## config.mk

```make
export PLATFORM = sky130hd
export DESIGN_NAME = contador_13_a_0
export DESIGN_NICKNAME = d
export VERILOG_FILES = /design/src/rtl/contador_pkg.sv /design/src/rtl/contador_13_a_0_bin2bcd.sv /design/src/rtl/contador_13_a_0.sv
export SDC_FILE = /design/constraint.sdc
export NUM_CORES = 1
export LEC_CHECK = 0
export BUFFER_PORTS_ARGS = -buffer_cell sky130_fd_sc_hd__buf_2
export CORE_MARGIN = 1.5
export CORE_UTILIZATION = 45
export DETAILED_ROUTE_END_ITERATION = 8
export PLACE_DENSITY = 0.74
export SLEW_MARGIN = 15
export SYNTH_ARGS = -nofsm -noshare
export SYNTH_HDL_FRONTEND = slang
export SYNTH_HIERARCHICAL = 1
export SYNTH_SLANG_ARGS = --single-unit
```

## constraint.sdc

```tcl
create_clock -name clk -period 4.2 [get_ports clk]
set_input_delay 0.84 -clock clk [delete_from_list [all_inputs] [get_ports clk]]
set_output_delay 0.84 -clock clk [all_outputs]
set_load 0.01 [all_outputs]
```

## src/rtl/contador_pkg.sv

```systemverilog
// contador_pkg: shared types and default constants for the modulo-14
// down-counter family.
//   cnt_state_t : counter FSM states (RUN, HOLD, DONE)
//   CNT_MAX     : default start/wrap value
//   CNT_WIDTH   : default count width
package contador_pkg;

  typedef enum logic [1:0] {
    RUN  = 2'd0,
    HOLD = 2'd1,
    DONE = 2'd2
  } cnt_state_t;

  localparam int CNT_MAX   = 13;
  localparam int CNT_WIDTH = 4;

endpackage

```

## src/rtl/contador_13_a_0_bin2bcd.sv

```systemverilog
// bin2bcd_0_15: combinational conversion of a 4-bit binary value (0..15)
// into two BCD digits.
//   bin   in  4  binary value
//   tens  out 4  tens digit (0 or 1)
//   units out 4  units digit (0..9)
module bin2bcd_0_15 (
  input  logic [3:0] bin,
  output logic [3:0] tens,
  output logic [3:0] units
);

  always_comb begin
    tens  = 4'd0;
    units = bin;
    if (bin >= 4'd10) begin
      tens  = 4'd1;
      units = bin - 4'd10;
    end
  end

endmodule

```

## src/rtl/contador_13_a_0.sv

```systemverilog
// contador_13_a_0: modulo-(MAX+1) down-counter. Counts MAX..0 and either
// wraps back to MAX or halts at 0 (DONE) depending on oneshot. Provides a
// synchronous load (clamped to MAX), count enable, a registered terminal-count
// pulse, a saturating wrap counter and optional registered BCD digits.
//
// Optional feature macro: CONTADOR_13_A_0_BCD_EN
//   defined   : bcd_tens/bcd_units carry the registered digits of q
//   undefined : both digit ports are tied to 0, no conversion logic
//
// Ports:
//   clk       in  1       clock, rising edge
//   rst       in  1       asynchronous active-high reset
//   en        in  1       count enable
//   load      in  1       synchronous load strobe (priority over en)
//   load_val  in  WIDTH   load value, clamped to MAX
//   oneshot   in  1       1 = halt at 0, 0 = wrap to MAX
//   q         out WIDTH   current count
//   tc        out 1       one-cycle pulse on wrap or on entering DONE
//   done      out 1       high while in DONE
//   wraps     out WRAP_W  saturating count of wraps since reset
//   bcd_tens  out 4       tens digit of q
//   bcd_units out 4       units digit of q
//
// state | meaning
// RUN   | counting, decrement on each enabled cycle
// HOLD  | en low, q frozen; en high resumes and decrements in that cycle
// DONE  | oneshot reached 0; q held at 0, en ignored until load or rst
module contador_13_a_0
  import contador_pkg::*;
#(
  parameter int MAX    = CNT_MAX,
  parameter int WIDTH  = CNT_WIDTH,
  parameter int WRAP_W = 8
) (
  input  logic              clk,
  input  logic              rst,
  input  logic              en,
  input  logic              load,
  input  logic [WIDTH-1:0]  load_val,
  input  logic              oneshot,
  output logic [WIDTH-1:0]  q,
  output logic              tc,
  output logic              done,
  output logic [WRAP_W-1:0] wraps,
  output logic [3:0]        bcd_tens,
  output logic [3:0]        bcd_units
);

  localparam logic [WIDTH-1:0] MAX_Q = WIDTH'(MAX);

  cnt_state_t        state, state_n;
  logic [WIDTH-1:0]  q_n;
  logic              tc_n;
  logic [WRAP_W-1:0] wraps_n;

  always_comb begin
    state_n = state;
    q_n     = q;
    tc_n    = 1'b0;
    wraps_n = wraps;
    if (load) begin
      q_n     = (load_val > MAX_Q) ? MAX_Q : load_val;
      state_n = RUN;
    end else begin
      case (state)
        RUN, HOLD: begin
          if (en) begin
            state_n = RUN;
            if (q == '0) begin
              tc_n = 1'b1;
              if (oneshot) begin
                state_n = DONE;
              end else begin
                q_n = MAX_Q;
                if (wraps != '1)
                  wraps_n = wraps + WRAP_W'(1);
              end
            end else begin
              q_n = q - WIDTH'(1);
            end
          end else begin
            state_n = HOLD;
          end
        end
        DONE:    state_n = DONE;
        default: state_n = RUN;
      endcase
    end
  end

  always_ff @(posedge clk or posedge rst) begin
    if (rst) begin
      state <= RUN;
      q     <= MAX_Q;
      tc    <= 1'b0;
      done  <= 1'b0;
      wraps <= '0;
    end else begin
      state <= state_n;
      q     <= q_n;
      tc    <= tc_n;
      done  <= (state_n == DONE);
      wraps <= wraps_n;
    end
  end

`ifdef CONTADOR_13_A_0_BCD_EN
  localparam logic [3:0] MAX_TENS  = (MAX >= 10) ? 4'd1 : 4'd0;
  localparam logic [3:0] MAX_UNITS = (MAX >= 10) ? 4'(MAX - 10) : 4'(MAX);

  logic [3:0] tens_n, units_n;

  // Converted from next-q so the digits land on the same edge as q.
  bin2bcd_0_15 u_bcd (
    .bin   (4'(q_n)),
    .tens  (tens_n),
    .units (units_n)
  );

  always_ff @(posedge clk or posedge rst) begin
    if (rst) begin
      bcd_tens  <= MAX_TENS;
      bcd_units <= MAX_UNITS;
    end else begin
      bcd_tens  <= tens_n;
      bcd_units <= units_n;
    end
  end
`else
  assign bcd_tens  = 4'd0;
  assign bcd_units = 4'd0;
`endif

endmodule

```

# ---- Word level (Yosys, flattened, before mapping)
# Index checks and enable logic that the tools add are counted.
dict set report word_totals {
  mem_count 0
  wordCells 37
  ff_bits 16
  mem_bits_rw 0
  inputBits 9
  rom_bits 0
  latch_bits 0
  output_inout_bits 22
}
dict set report op_classes {
  add_sub_neg 2
  order_cmp 1
  bitwise 2
  n_eq_ne 5
  mux 15
  n_div 0
  shift 0
  reduce_logical 7
  mul 0
}
# cell count
set op_table {}
lappend op_table {{$mux 4} 6}
lappend op_table {{$add 8x1->8 const B} 1}
lappend op_table {{$mux 2} 4}
lappend op_table {{$ne 8x8->1 const B} 1}
lappend op_table {{$reduce_and 6->1} 1}
lappend op_table {{$eq 2x2->1 const B} 2}
lappend op_table {{$gt 4x4->1 const B} 1}
lappend op_table {{$logic_not 4->1} 1}
lappend op_table {{$mux 1} 4}
lappend op_table {{$pmux 2 s2} 1}
lappend op_table {{$reduce_bool 2->1} 2}
lappend op_table {{$sub 4x1->4 const B} 1}
lappend op_table {{$ne 3x3->1 const B} 1}
lappend op_table {{$reduce_and 3->1} 1}
lappend op_table {{$eq 2x1->1 const B} 1}
lappend op_table {{$logic_not 2->1} 1}
lappend op_table {{$not 1->1} 2}
lappend op_table {{$reduce_or 2->1} 1}

# ---- Longest topological paths before layout
dict set report depth {
  depth_word 6
  ltp_mapped 5
  mapped_depth_nobuf 4
}

# ---- Worst setup path before layout
# OpenSTA, ideal clock, no wires.
dict set report synth_path {
  path_kind {input-to-reg}
  startpoint {in en}
  endpoint {reg wraps[1]}
  path_slack_ns 1.812
  path_buffers 1
  cell_stages 5
  setup_ns 0.125
  arrival_time_ns 2.263
  required_ns 4.075
  path_cell_list {or4b_1 > buf_2 > nor4b_4 > and2_4 > mux2_4}
}
dict set report synth_via {
  elab_chain_cells 1
}
# element line_no
set synth_lines {}
lappend synth_lines {{start: declaration} contador_13_a_0.sv:37} ;# input logic en,
lappend synth_lines {{$reduce_and 6->1 (no source line)} --}
lappend synth_lines {{end signal: assignment} contador_13_a_0.sv:103} ;# wraps <= wraps_n;
lappend synth_lines {{end: declaration} contador_13_a_0.sv:44} ;# output logic [WRAP_W-1:0] wraps,
# No other way between the ends.
# A chain may end at the register's enable or synchronous reset.

# ---- Worst setup path in the final report
# Same ends and word-level chain as after synthesis.

==> impl_results.md <==
* Vias per cell at 5.20
* Period utilization at 55.0%
* Initial antenna violation count at 0
* Die Span Y at 46.2 um
* First-pass iteration count of the detailed router at 4
* Final WL at 1480 um
* Hold Vio Cnt, Final at 0
* Logic pwr share at 16.2%
* Initial DRC count at 14
* Leak at 0.498 nW
* Final net count at 115
* Chip Width at 46.2 um
* Core area at 1750 um2
* WP data required at 4.37 ns
* Ports at 31
* Yosys reg bits at 16
* Setup_tns at 0 ns
* Slew headroom at 60.6%
* Worst-path clk slew at 0.09 ns
* Fmax at 433 MHz
* Clock power frac at 29.7%
* Register area share after synthesis at 48.2%
* Status: complete, no violations
* Syn Inst Count at 81
* Routability Congestion at 0.834
* CP Class: in2reg
* Post-route ant nets at 0
* Ant. Diodes at 0
* DR DRC count at 0
* Post-Syn Area at 838 um2
* Cell Int Power at 243 uW
* Synth Warn # at 6
* Net Sw Frac at 26.8%
* Slew Viols, Final at 0
* RSZ-0062 raised after global routing: no
* Reg power frac at 54.0%
* Die footprint at 2130 um2
* First-pass GRT wire length at 2330 um
* Largest net degree at the start of global routing at 17
* WP data arrival at 2.48 ns
* PortBufs at 22
* Clock Tree Buf Depth at 2
* Area grow syn2layout at 16.1%
* Resize count post-CTS at 0
* Worst Path Max Fanout at 8
* Later-pin clock latency in the skew report at 0.28 ns
* Final setup margin at 1.89 ns
* Average routed wire per standard cell at 11.5 um
* Worst hold path class: reg2reg
* Via Count at 671
* Post-CTS Setup Bufs at 0
* CTS tree: done
* Hold Buf Count CTS at 0
* Skew final at 0.000513 ns
* Gr ovfl total at 0
* Detail Placement HPWL at 1130 um
* Sw Pwr at 88.8 uW
* Final Util at 55.8%
* Layout cells sized above 1 at 30.8%
* Crit path time final at 2.31 ns
* Pwr/cell area at 341 nW/um2
* Placement Setup Slack at 1.59 ns
* Crit start category: input port
* # rows at 15
* Clock sink count at 16
* VDD IR max at 0.000243 V
* # fillers at 172
* CP endpoint kind: register
* CTS root buf: clkbuf_4
* Vias in the first global route at 567
* TritonCTS Buffers at 3
* Final setup vio count at 0
* Max H-tree Level at 1
* Slew at the pin closest to its max-slew limit at 0.591 ns
* Max-cap viol count at 0
* Yosys cell types at 32
* Syn Area/Cell at 10.3 um2
* Initial core utilization at 48.0%
* Gr usage total at 15.7%
## flip-flops by register name, summed over array words and instances, names as in the netlist
register and count:
state 2, done 1, tc 1, wraps 8
q 4
## layer usage
metal / wire, um / share of wire (%) / GRT usage [%]
met3: 75 / 5.1 / 5.10
met1: 642 / 43 / 17.6
met5: 0 / 0 / 0
met2: 753 / 51 / 26.1
met4: 8 / 0.54 / 8.57
## stage by stage
step                      power [mW]  hold slack, ns  instances  cell area [um2]
after floorplan                0.220           0.432         88              865
after global placement         0.234           0.475        125              937
after detailed placement       0.237           0.463        125              937
after CTS                      0.337           0.489        129              973
after global routing           0.352           0.507        129              973
final                          0.332           0.489        129              973
## final cells by class
type | instances | area, um2 | share of cell area (%)
Clock buffer | 4 | 36.3 | 3.73
Sequential cell | 16 | 404 | 41.5
Timing Repair Buffer | 22 | 110 | 11.3
Multi-Input combinational cell | 59 | 380 | 39.1
Inverter | 3 | 11.3 | 1.16
Tap cell | 25 | 31.3 | 3.21
## critical path, stage by stage
cell and delay (ns):
buf_2 0.10, or4b_1 0.55, nor4b_4 0.44, and2_4 0.26
mux2_4 0.29
## power by group through the flow
stage	registers (mW)	logic (mW)	clock network, mW
6_report	0.179	0.0539	0.0986
5_1_grt	0.181	0.0602	0.111
4_1_cts	0.179	0.0543	0.104
3_5_place_dp	0.182	0.0546	0
3_3_place_gp	0.181	0.0526	0
2_1_floorplan	0.185	0.0351	0
## kinds of logic after synthesis
family / Yosys count / share of synthesized area [%]
AOI/OAI and AO/OA: 14 / 11.3
xor gates and xnor gates: 5 / 5.22
adders and majority gates: 1 / 1.49
buffers and inverters: 13 / 9.55
DFF: 16 / 48.2
muxes: 2 / 2.98
other: 1 / 0.447
and+or+nand+nor: 29 / 20.7
## cells in the mapped netlist
cell / number / share of area (%)
and4_1: 1 / 1.0
a31oi_1: 2 / 1.5
nor2b_1: 1 / 0.75
o21ai_0: 2 / 1.2
nand2b_1: 1 / 0.75
mux2_4: 1 / 1.8
and2_4: 1 / 1.0
dfstp_2: 3 / 9.4
nand4_1: 3 / 2.2
inv_1: 3 / 1.3
nor4b_4: 1 / 2.8
buf_4: 8 / 7.2
nor4_1: 1 / 0.75
mux2i_1: 1 / 1.2
ha_1: 1 / 1.5
a2bb2oi_1: 3 / 3.1
a41oi_1: 2 / 2.1
a21oi_1: 4 / 2.4
nand2_1: 3 / 1.3
xor2_1: 1 / 1.0
and2_1: 1 / 0.75
or4b_1: 1 / 1.2
conb_1: 1 / 0.45
nor3_1: 1 / 0.60
and3_1: 2 / 1.5
nor2_1: 8 / 3.6
a311oi_1: 1 / 1.0
xnor2_1: 4 / 4.2
nand3_1: 4 / 2.4
clkbuf_1: 1 / 0.45
buf_2: 1 / 0.60
dfrtp_1: 13 / 39
## worst paths after layout
check,startpoint,endpoint,slack (ns),depth (start not counted)
min reg2reg,state[1]$_DFF_PP0_,state[0]$_DFF_PP0_,0.49,1
min in group asynchronous,rst,state[0]$_DFF_PP0_,0.61,2
max in group asynchronous,rst,q[1]$_DFFE_PP0P_,3.21,2
max reg2reg,state[1]$_DFF_PP0_,wraps[1]$_DFFE_PP0P_,2.04,4
max,en,wraps[1]$_DFFE_PP0P_,1.89,5
min,state[1]$_DFF_PP0_,state[0]$_DFF_PP0_,0.49,1
## placed cells by master (no fill, tap or decap), types with 2 or more instances in the layout
cell       instances
inv_1              3
dfrtp_1           13
nand4_1            3
a41oi_1            2
and3_1             2
dfstp_2            3
o21ai_0            2
a21oi_1            4
a31oi_1            2
conb_1             8
buf_2             22
nand3_1            4
xnor2_1            4
clkbuf_4           3
nor2_1             8
a2bb2oi_1          3
nand2_1            3
No activity file was read; power rests on OpenSTA's default activity.
